[src/rtl/adc_pulse_emulator.sv]
// ============================================================================
// adc_pulse_emulator : AXI4-Stream ADC word generator (baseline, noise, decaying pulses)
// Revision 1.0
// ============================================================================
`default_nettype none

module adc_pulse_emulator #(
   parameter int BASELINE_VAL         = 100,
   parameter int PULSE_HEIGHT         = 1000,
   parameter int PULSE_PERIOD         = 8,
   parameter int PULSE_WIDTH          = 2,
   parameter int DECAY_SHIFT          = 1,
   parameter int NOISE_EN             = 0,
   parameter int FREE_RUN             = 0,
   parameter int ADC_RESOLUTION_WIDTH = 12,
   parameter int M_AXIS_TDATA_WIDTH   = 128
) (
   input  logic                          AXIS_ACLK,
   input  logic                          AXIS_ARESETN,
   input  logic                          EN,
   output logic [M_AXIS_TDATA_WIDTH-1:0] M_AXIS_TDATA,
   output logic                          M_AXIS_TVALID,
   input  logic                          M_AXIS_TREADY,
   output logic                          O_PULSE_ACTIVE,
   output logic [15:0]                   O_PULSE_COUNT
);

   localparam int ADC_W  = ADC_RESOLUTION_WIDTH;
   localparam int SUM_W  = ADC_W + 2;
   localparam int LANES  = M_AXIS_TDATA_WIDTH / 16;
   localparam int CNT_W  = $clog2(PULSE_PERIOD + 1);
   localparam logic [CNT_W-1:0] LAST_BASE   = CNT_W'(PULSE_PERIOD - PULSE_WIDTH - 1);
   localparam logic [CNT_W-1:0] FIRST_PULSE = CNT_W'(PULSE_PERIOD - PULSE_WIDTH);
   localparam logic [CNT_W-1:0] LAST_WORD   = CNT_W'(PULSE_PERIOD - 1);
   localparam logic [SUM_W-1:0] SAT_MAX     = SUM_W'((1 << ADC_W) - 1);
   localparam logic [15:0]      LFSR_SEED   = 16'hACE1;

   typedef enum logic [1:0] {
      ST_IDLE  = 2'd0,
      ST_BASE  = 2'd1,
      ST_PULSE = 2'd2
   } state_t;

   state_t                          state_q, state_d;
   logic [CNT_W-1:0]                cnt_q, cnt_d;
   logic [ADC_W-1:0]                amp_q, amp_d;
   logic [15:0]                     lfsr_q, lfsr_d;
   logic [15:0]                     pulse_count_q, pulse_count_d;
   logic                            tvalid_q, tvalid_d;
   logic                            active_q, active_d;
   logic [M_AXIS_TDATA_WIDTH-1:0]   tdata_q, tdata_d;
   logic                            adv;

   function automatic logic [15:0] lfsr_step(input logic [15:0] l);
      return {l[0] ^ l[2] ^ l[3] ^ l[5], l[15:1]};
   endfunction

   // Each lane: baseline + amp + per-lane noise, clipped to full scale, MSB-aligned in 16 bits.
   function automatic logic [M_AXIS_TDATA_WIDTH-1:0] build_word(
      input logic             use_amp,
      input logic [ADC_W-1:0] amp,
      input logic [15:0]      lfsr
   );
      logic [M_AXIS_TDATA_WIDTH-1:0] w;
      logic [SUM_W-1:0]              sum;
      logic [SUM_W-1:0]              noise;
      logic [ADC_W-1:0]              smp;
      w = '0;
      for (int i = 0; i < LANES; i++) begin
         noise = (NOISE_EN != 0) ? SUM_W'(lfsr[(2*i)%16 +: 2]) : '0;
         sum   = SUM_W'(BASELINE_VAL) + (use_amp ? SUM_W'(amp) : '0) + noise;
         smp   = (sum > SAT_MAX) ? SAT_MAX[ADC_W-1:0] : sum[ADC_W-1:0];
         w[16*i +: 16] = {smp, {(16-ADC_W){1'b0}}};
      end
      return w;
   endfunction

   assign adv = tvalid_q & ((FREE_RUN != 0) | M_AXIS_TREADY);

   always_comb begin
      state_d       = state_q;
      cnt_d         = cnt_q;
      amp_d         = amp_q;
      lfsr_d        = lfsr_q;
      pulse_count_d = pulse_count_q;
      tvalid_d      = tvalid_q;
      active_d      = active_q;
      tdata_d       = tdata_q;
      case (state_q)
         ST_IDLE: begin
            cnt_d = '0;
            amp_d = '0;
            if (EN) begin
               state_d  = ST_BASE;
               tvalid_d = 1'b1;
               active_d = 1'b0;
               tdata_d  = build_word(1'b0, '0, lfsr_q);
            end
         end
         default: begin
            if (adv) begin
               lfsr_d = lfsr_step(lfsr_q);
               if (state_q == ST_PULSE && cnt_q == FIRST_PULSE) begin
                  pulse_count_d = pulse_count_q + 16'd1;
               end
               if (!EN) begin
                  state_d  = ST_IDLE;
                  tvalid_d = 1'b0;
                  active_d = 1'b0;
                  tdata_d  = '0;
                  cnt_d    = '0;
                  amp_d    = '0;
               end else begin
                  if (state_q == ST_BASE) begin
                     cnt_d = cnt_q + 1'b1;
                     if (cnt_q == LAST_BASE) begin
                        state_d = ST_PULSE;
                        amp_d   = ADC_W'(PULSE_HEIGHT);
                     end
                  end else begin
                     amp_d = amp_q - (amp_q >> DECAY_SHIFT);
                     if (cnt_q == LAST_WORD) begin
                        cnt_d   = '0;
                        state_d = ST_BASE;
                     end else begin
                        cnt_d = cnt_q + 1'b1;
                     end
                  end
                  active_d = (state_d == ST_PULSE);
                  tdata_d  = build_word(state_d == ST_PULSE, amp_d, lfsr_d);
               end
            end
         end
      endcase
   end

   always_ff @(posedge AXIS_ACLK or negedge AXIS_ARESETN) begin
      if (!AXIS_ARESETN) begin
         state_q       <= ST_IDLE;
         cnt_q         <= '0;
         amp_q         <= '0;
         lfsr_q        <= LFSR_SEED;
         pulse_count_q <= '0;
         tvalid_q      <= 1'b0;
         active_q      <= 1'b0;
         tdata_q       <= '0;
      end else begin
         state_q       <= state_d;
         cnt_q         <= cnt_d;
         amp_q         <= amp_d;
         lfsr_q        <= lfsr_d;
         pulse_count_q <= pulse_count_d;
         tvalid_q      <= tvalid_d;
         active_q      <= active_d;
         tdata_q       <= tdata_d;
      end
   end

   assign M_AXIS_TDATA   = tdata_q;
   assign M_AXIS_TVALID  = tvalid_q;
   assign O_PULSE_ACTIVE = active_q;
   assign O_PULSE_COUNT  = pulse_count_q;

endmodule

`default_nettype wire

[config.mk]
export PLATFORM = sky130hd
export DESIGN_NAME = adc_pulse_emulator
export DESIGN_NICKNAME = d
export VERILOG_FILES = /design/src/rtl/adc_pulse_emulator.sv
export SDC_FILE = /design/constraint.sdc
export NUM_CORES = 1
export LEC_CHECK = 0
export ABC_CLOCK_PERIOD_IN_PS = 4000
export CORE_UTILIZATION = 40
export CTS_CLUSTER_DIAMETER = 50
export DETAILED_ROUTE_END_ITERATION = 10
export DONT_BUFFER_PORTS = 1
export MAX_ROUTING_LAYER = met4
export PLACE_DENSITY_LB_ADDON = 0.2
export RECOVER_POWER = 50
export SLEW_MARGIN = 20
export SYNTH_ARGS = -nofsm -noshare
export SYNTH_HDL_FRONTEND = slang
export SYNTH_SLANG_ARGS = --single-unit
[constraint.sdc]
create_clock -name AXIS_ACLK -period 4 [get_ports AXIS_ACLK]
set_input_delay 0.4 -clock AXIS_ACLK [delete_from_list [all_inputs] [get_ports AXIS_ACLK]]
set_output_delay 0.4 -clock AXIS_ACLK [all_outputs]
set_load 0.01 [all_outputs]
==> summary.md <==
| Metric | Value |
|---|---|
| Boundary Pins | `150` |
| Port Buffers | `0` |
| Slowest CP cell | `or4_1` |
| Failing checks | `capacitance limit, slew limit` |
| CP cell instances | `ha_1, or2_2, o21a_1, o21ai_2, nor2_1, ha_1, or4_1, or4_1, mux2i_1, a22o_2, and4b_1, a21oi_1, and2_4, a221o_1` |
| Area Growth Syn to Fin | `-10.91%` |
| Via density | `5.247` |
| Worst-Skew Late Latency | `310 ps` |
| Number of inserted diodes | `0` |
| Worst min path class | `in2reg` |
| Switching Share | `47.44%` |
| Overall global routing resource usage | `16.47%` |
| Global-route wire length before repair | `about 13000 um` |
| Net switching power | `958.7 uW` |
| Number of flops mapped to enable cells by yosys | `0` |
| CTS tree | `done` |
| Die area | `between 0.01 and 0.015 mm^2` |
| Slew Limit Fails | `49` |
| Worst-path fanout max | `5` |
| Post-Layout Cell Count | `523` |
| Cell Area, Synth | `0.004059 mm^2` |
| Die Height | `102.7 um` |
| Fmax | `263.5 MHz` |
| Core Rows | `36` |
| Vias in the first global route | `around 2500` |
| YS warnings | `0` |
| CP peak stage delay | `between 500 and 600 ps` |
| Total clock sinks | `48` |
| Final net count | `412` |
| Core area | `0.009819 mm^2` |
| Top FF cell, synth | `dfrtp_1` |
| H-tree depth | `2` |
| WL/cell | `15.98 um` |
| Maximum VDD drop | `0.0001768 V` |
| Worst slew pin tran | `~2600 ps` |
| Routed Antenna Nets | `0` |
| Yosys top cell by area | `dfrtp_1` |
| Final setup violating endpoints | `0` |
| LEAKAGE | `0.001630 uW` |
| Hold WS | `243.3 ps` |
| Residual DRC count | `0` |
| Synth top area cells | `dfrtp_1, buf_4, ha_1` |
| Layout cells sized above 1 | `10.00%` |
| Dpl cells | `512` |
| Max-Cap Viols | `1` |
| PwrDens | `559.0 mW/mm^2` |
| Worst EP arrival | `3990 ps` |
| Post-synthesis register bit count | `48` |
| Largest net degree at the start of global routing | `between 40 and 50` |
| Share of the synthesized area in the top cell type | `29.59%` |
| Syn_area_per_cell | `8.710 um^2` |
| Clock Power Share | `15.5%` |
| Critical Path Start Type | `flop` |
| WL final | `8357 um` |
| Initial Util | `slightly above 40%` |
| Mapped Cells | `466` |
| Iteration-0 DRC count of the detailed router | `166` |
| Run status | `finished, violations left` |
| Unique masters post-synth | `just under 70` |
| Clk slew on worst S/H paths | `around 100 ps` |
| DRT Pass-1 Iters | `4` |
| Req. time, crit path | `4200 ps` |
| CP top delay family | `simple AND/OR/NAND/NOR gates` |
| Async SR Flop Fraction | `100.0%` |
| Worst Path Buf+Inv | `0` |
| Num CTS Buffers | `5` |
| Grt ovf | `0` |
| Period utilization | `94.86%` |
| Antenna violations before repair | `0` |
| Slew HR | `-76.53%` |
| Combinational power share | `between 50% and 60%` |
| Seq pwr share | `32.9%` |
| Pint | `1062 uW` |
| Clock skew | `6.876 ps` |
| Clk buf depth | `2` |
| Placed inst area | `0.003481 mm^2` |
| Final instance area | `0.003616 mm^2` |
| Final hold viol count | `0` |
| HPWL Detailed | `between 6000 and 7000 um` |
| Seq/Total Area, Yosys | `29.59%` |
| CP endpoint kind | `flop` |
| Die Span X | `around 100 um` |
| Root Buffer | `clkbuf_8` |
| Setup CP Type | `reg2reg` |
| GP Congestion | `0.8645` |
| Tmin final | `3794 ps` |
| Via count | `between 2000 and 3000` |
metal layers:
layer / vias up / track usage [%] / part of all wire [%]
met5: - / - / 0
met4: 0 / 4.550 / 1.5
met3: 10 / 1.627 / 5.6
met2: 113 / 26.82 / 47
met1: 1291 / 21.79 / 46
li1: 1330 / - / -
power groups by stage:
stage,Combinational [uW],Clock [uW],Sequential [uW]
global placement,1020,0,676
detailed placement,1010,0,677
global route,1160,340,690
floorplan,995,0,604
finish,1040,313,665
CTS,1030,329,667
worst paths after layout:
path                              start                 to  slack, ps  depth (start not counted)
max                            amp_q[2]  M_AXIS_TDATA[117]        210                         14
min                                  EN  M_AXIS_TDATA[118]        240                          2
max reg2reg                    amp_q[2]  M_AXIS_TDATA[117]        210                         14
min reg2reg                   amp_q[11]          amp_q[11]        490                          1
max in group asynchronous  AXIS_ARESETN           amp_q[1]        790                          2
min in group asynchronous  AXIS_ARESETN   O_PULSE_COUNT[2]       1510                          2
layout by cell type, fill, tap and decap left out, types with 7 or more instances in the layout:
cell type,n
a21oi_1,20
inv_1,16
dfrtp_1,47
nand3_1,12
nand2_1,33
conb_1,32
a21o_1,7
buf_4,11
and3_1,7
a22o_1,7
o21ai_0,22
ha_1,17
nor2_1,31
xor2_1,9
xnor2_1,13
a221o_1,7
logic make-up (layout without fill, tap and decap cells):
group	count (synthesis)	after routing	synth area share, %
other	1	32	0.09239
adder cells (fa/ha/maj)	18	18	5.734
AO/OA/AOI/OAI	101	101	18.03
AND/OR/NAND/NOR	127	127	15.88
multiplexers	5	5	1.264
XOR/XNOR	23	23	4.963
buffers and inverters	143	36	24.45
flip-flops	48	48	29.59
area by class of cell:
type	instances	area, um^2
timing repair buffer	13	96.34
tap	133	166.4
sequential	48	1202
clock inverter	1	8.758
inverter	16	60.06
fill	1034	6203
clock buffer	6	82.58
multi-input combinational	306	1999
cells in the mapped netlist, drive strengths merged (3+ instances only):
master,instances
and3,7
nor2b,4
dfrtp,48
inv,16
buf,120
nand3,12
a22o,8
o31ai,3
or4,3
nand4,5
nand2b,5
nand2,34
a221o,7
nor2,31
nor3,6
ha,17
or2,5
clkbuf,7
o21ai,25
nand3b,4
a21oi,23
xnor2,14
xor2,9
mux2i,4
a21o,7
nor4,4
stage by stage:
step	utilization (%)	setup TNS (ps)	total power [uW]	setup WS [ps]
after CTS	36.76	0	2028	116.7
after global routing	36.82	-28.77	2191	-20.77
after global placement	35.45	0	1694	220.5
final	36.82	0	2021	205.6
after detailed placement	35.45	0	1691	116.9
after floorplan	-	0	1599	315.9
state kept, by name (all words and copies together) (netlist names):
register,flops
state_q,2
O_PULSE_ACTIVE,1
amp_q,12
cnt_q,4
M_AXIS_TVALID,1
M_AXIS_TDATA,12
O_PULSE_COUNT,16
repair_timing:
action,CTS,global route
endpoints found under the hold margin,48,0
hold buffers,2,0
endpoints found under the setup margin,0,7
gates resized for setup,0,5
setup buffers,0,2
Note: power is estimated with default switching activity, not from simulation.
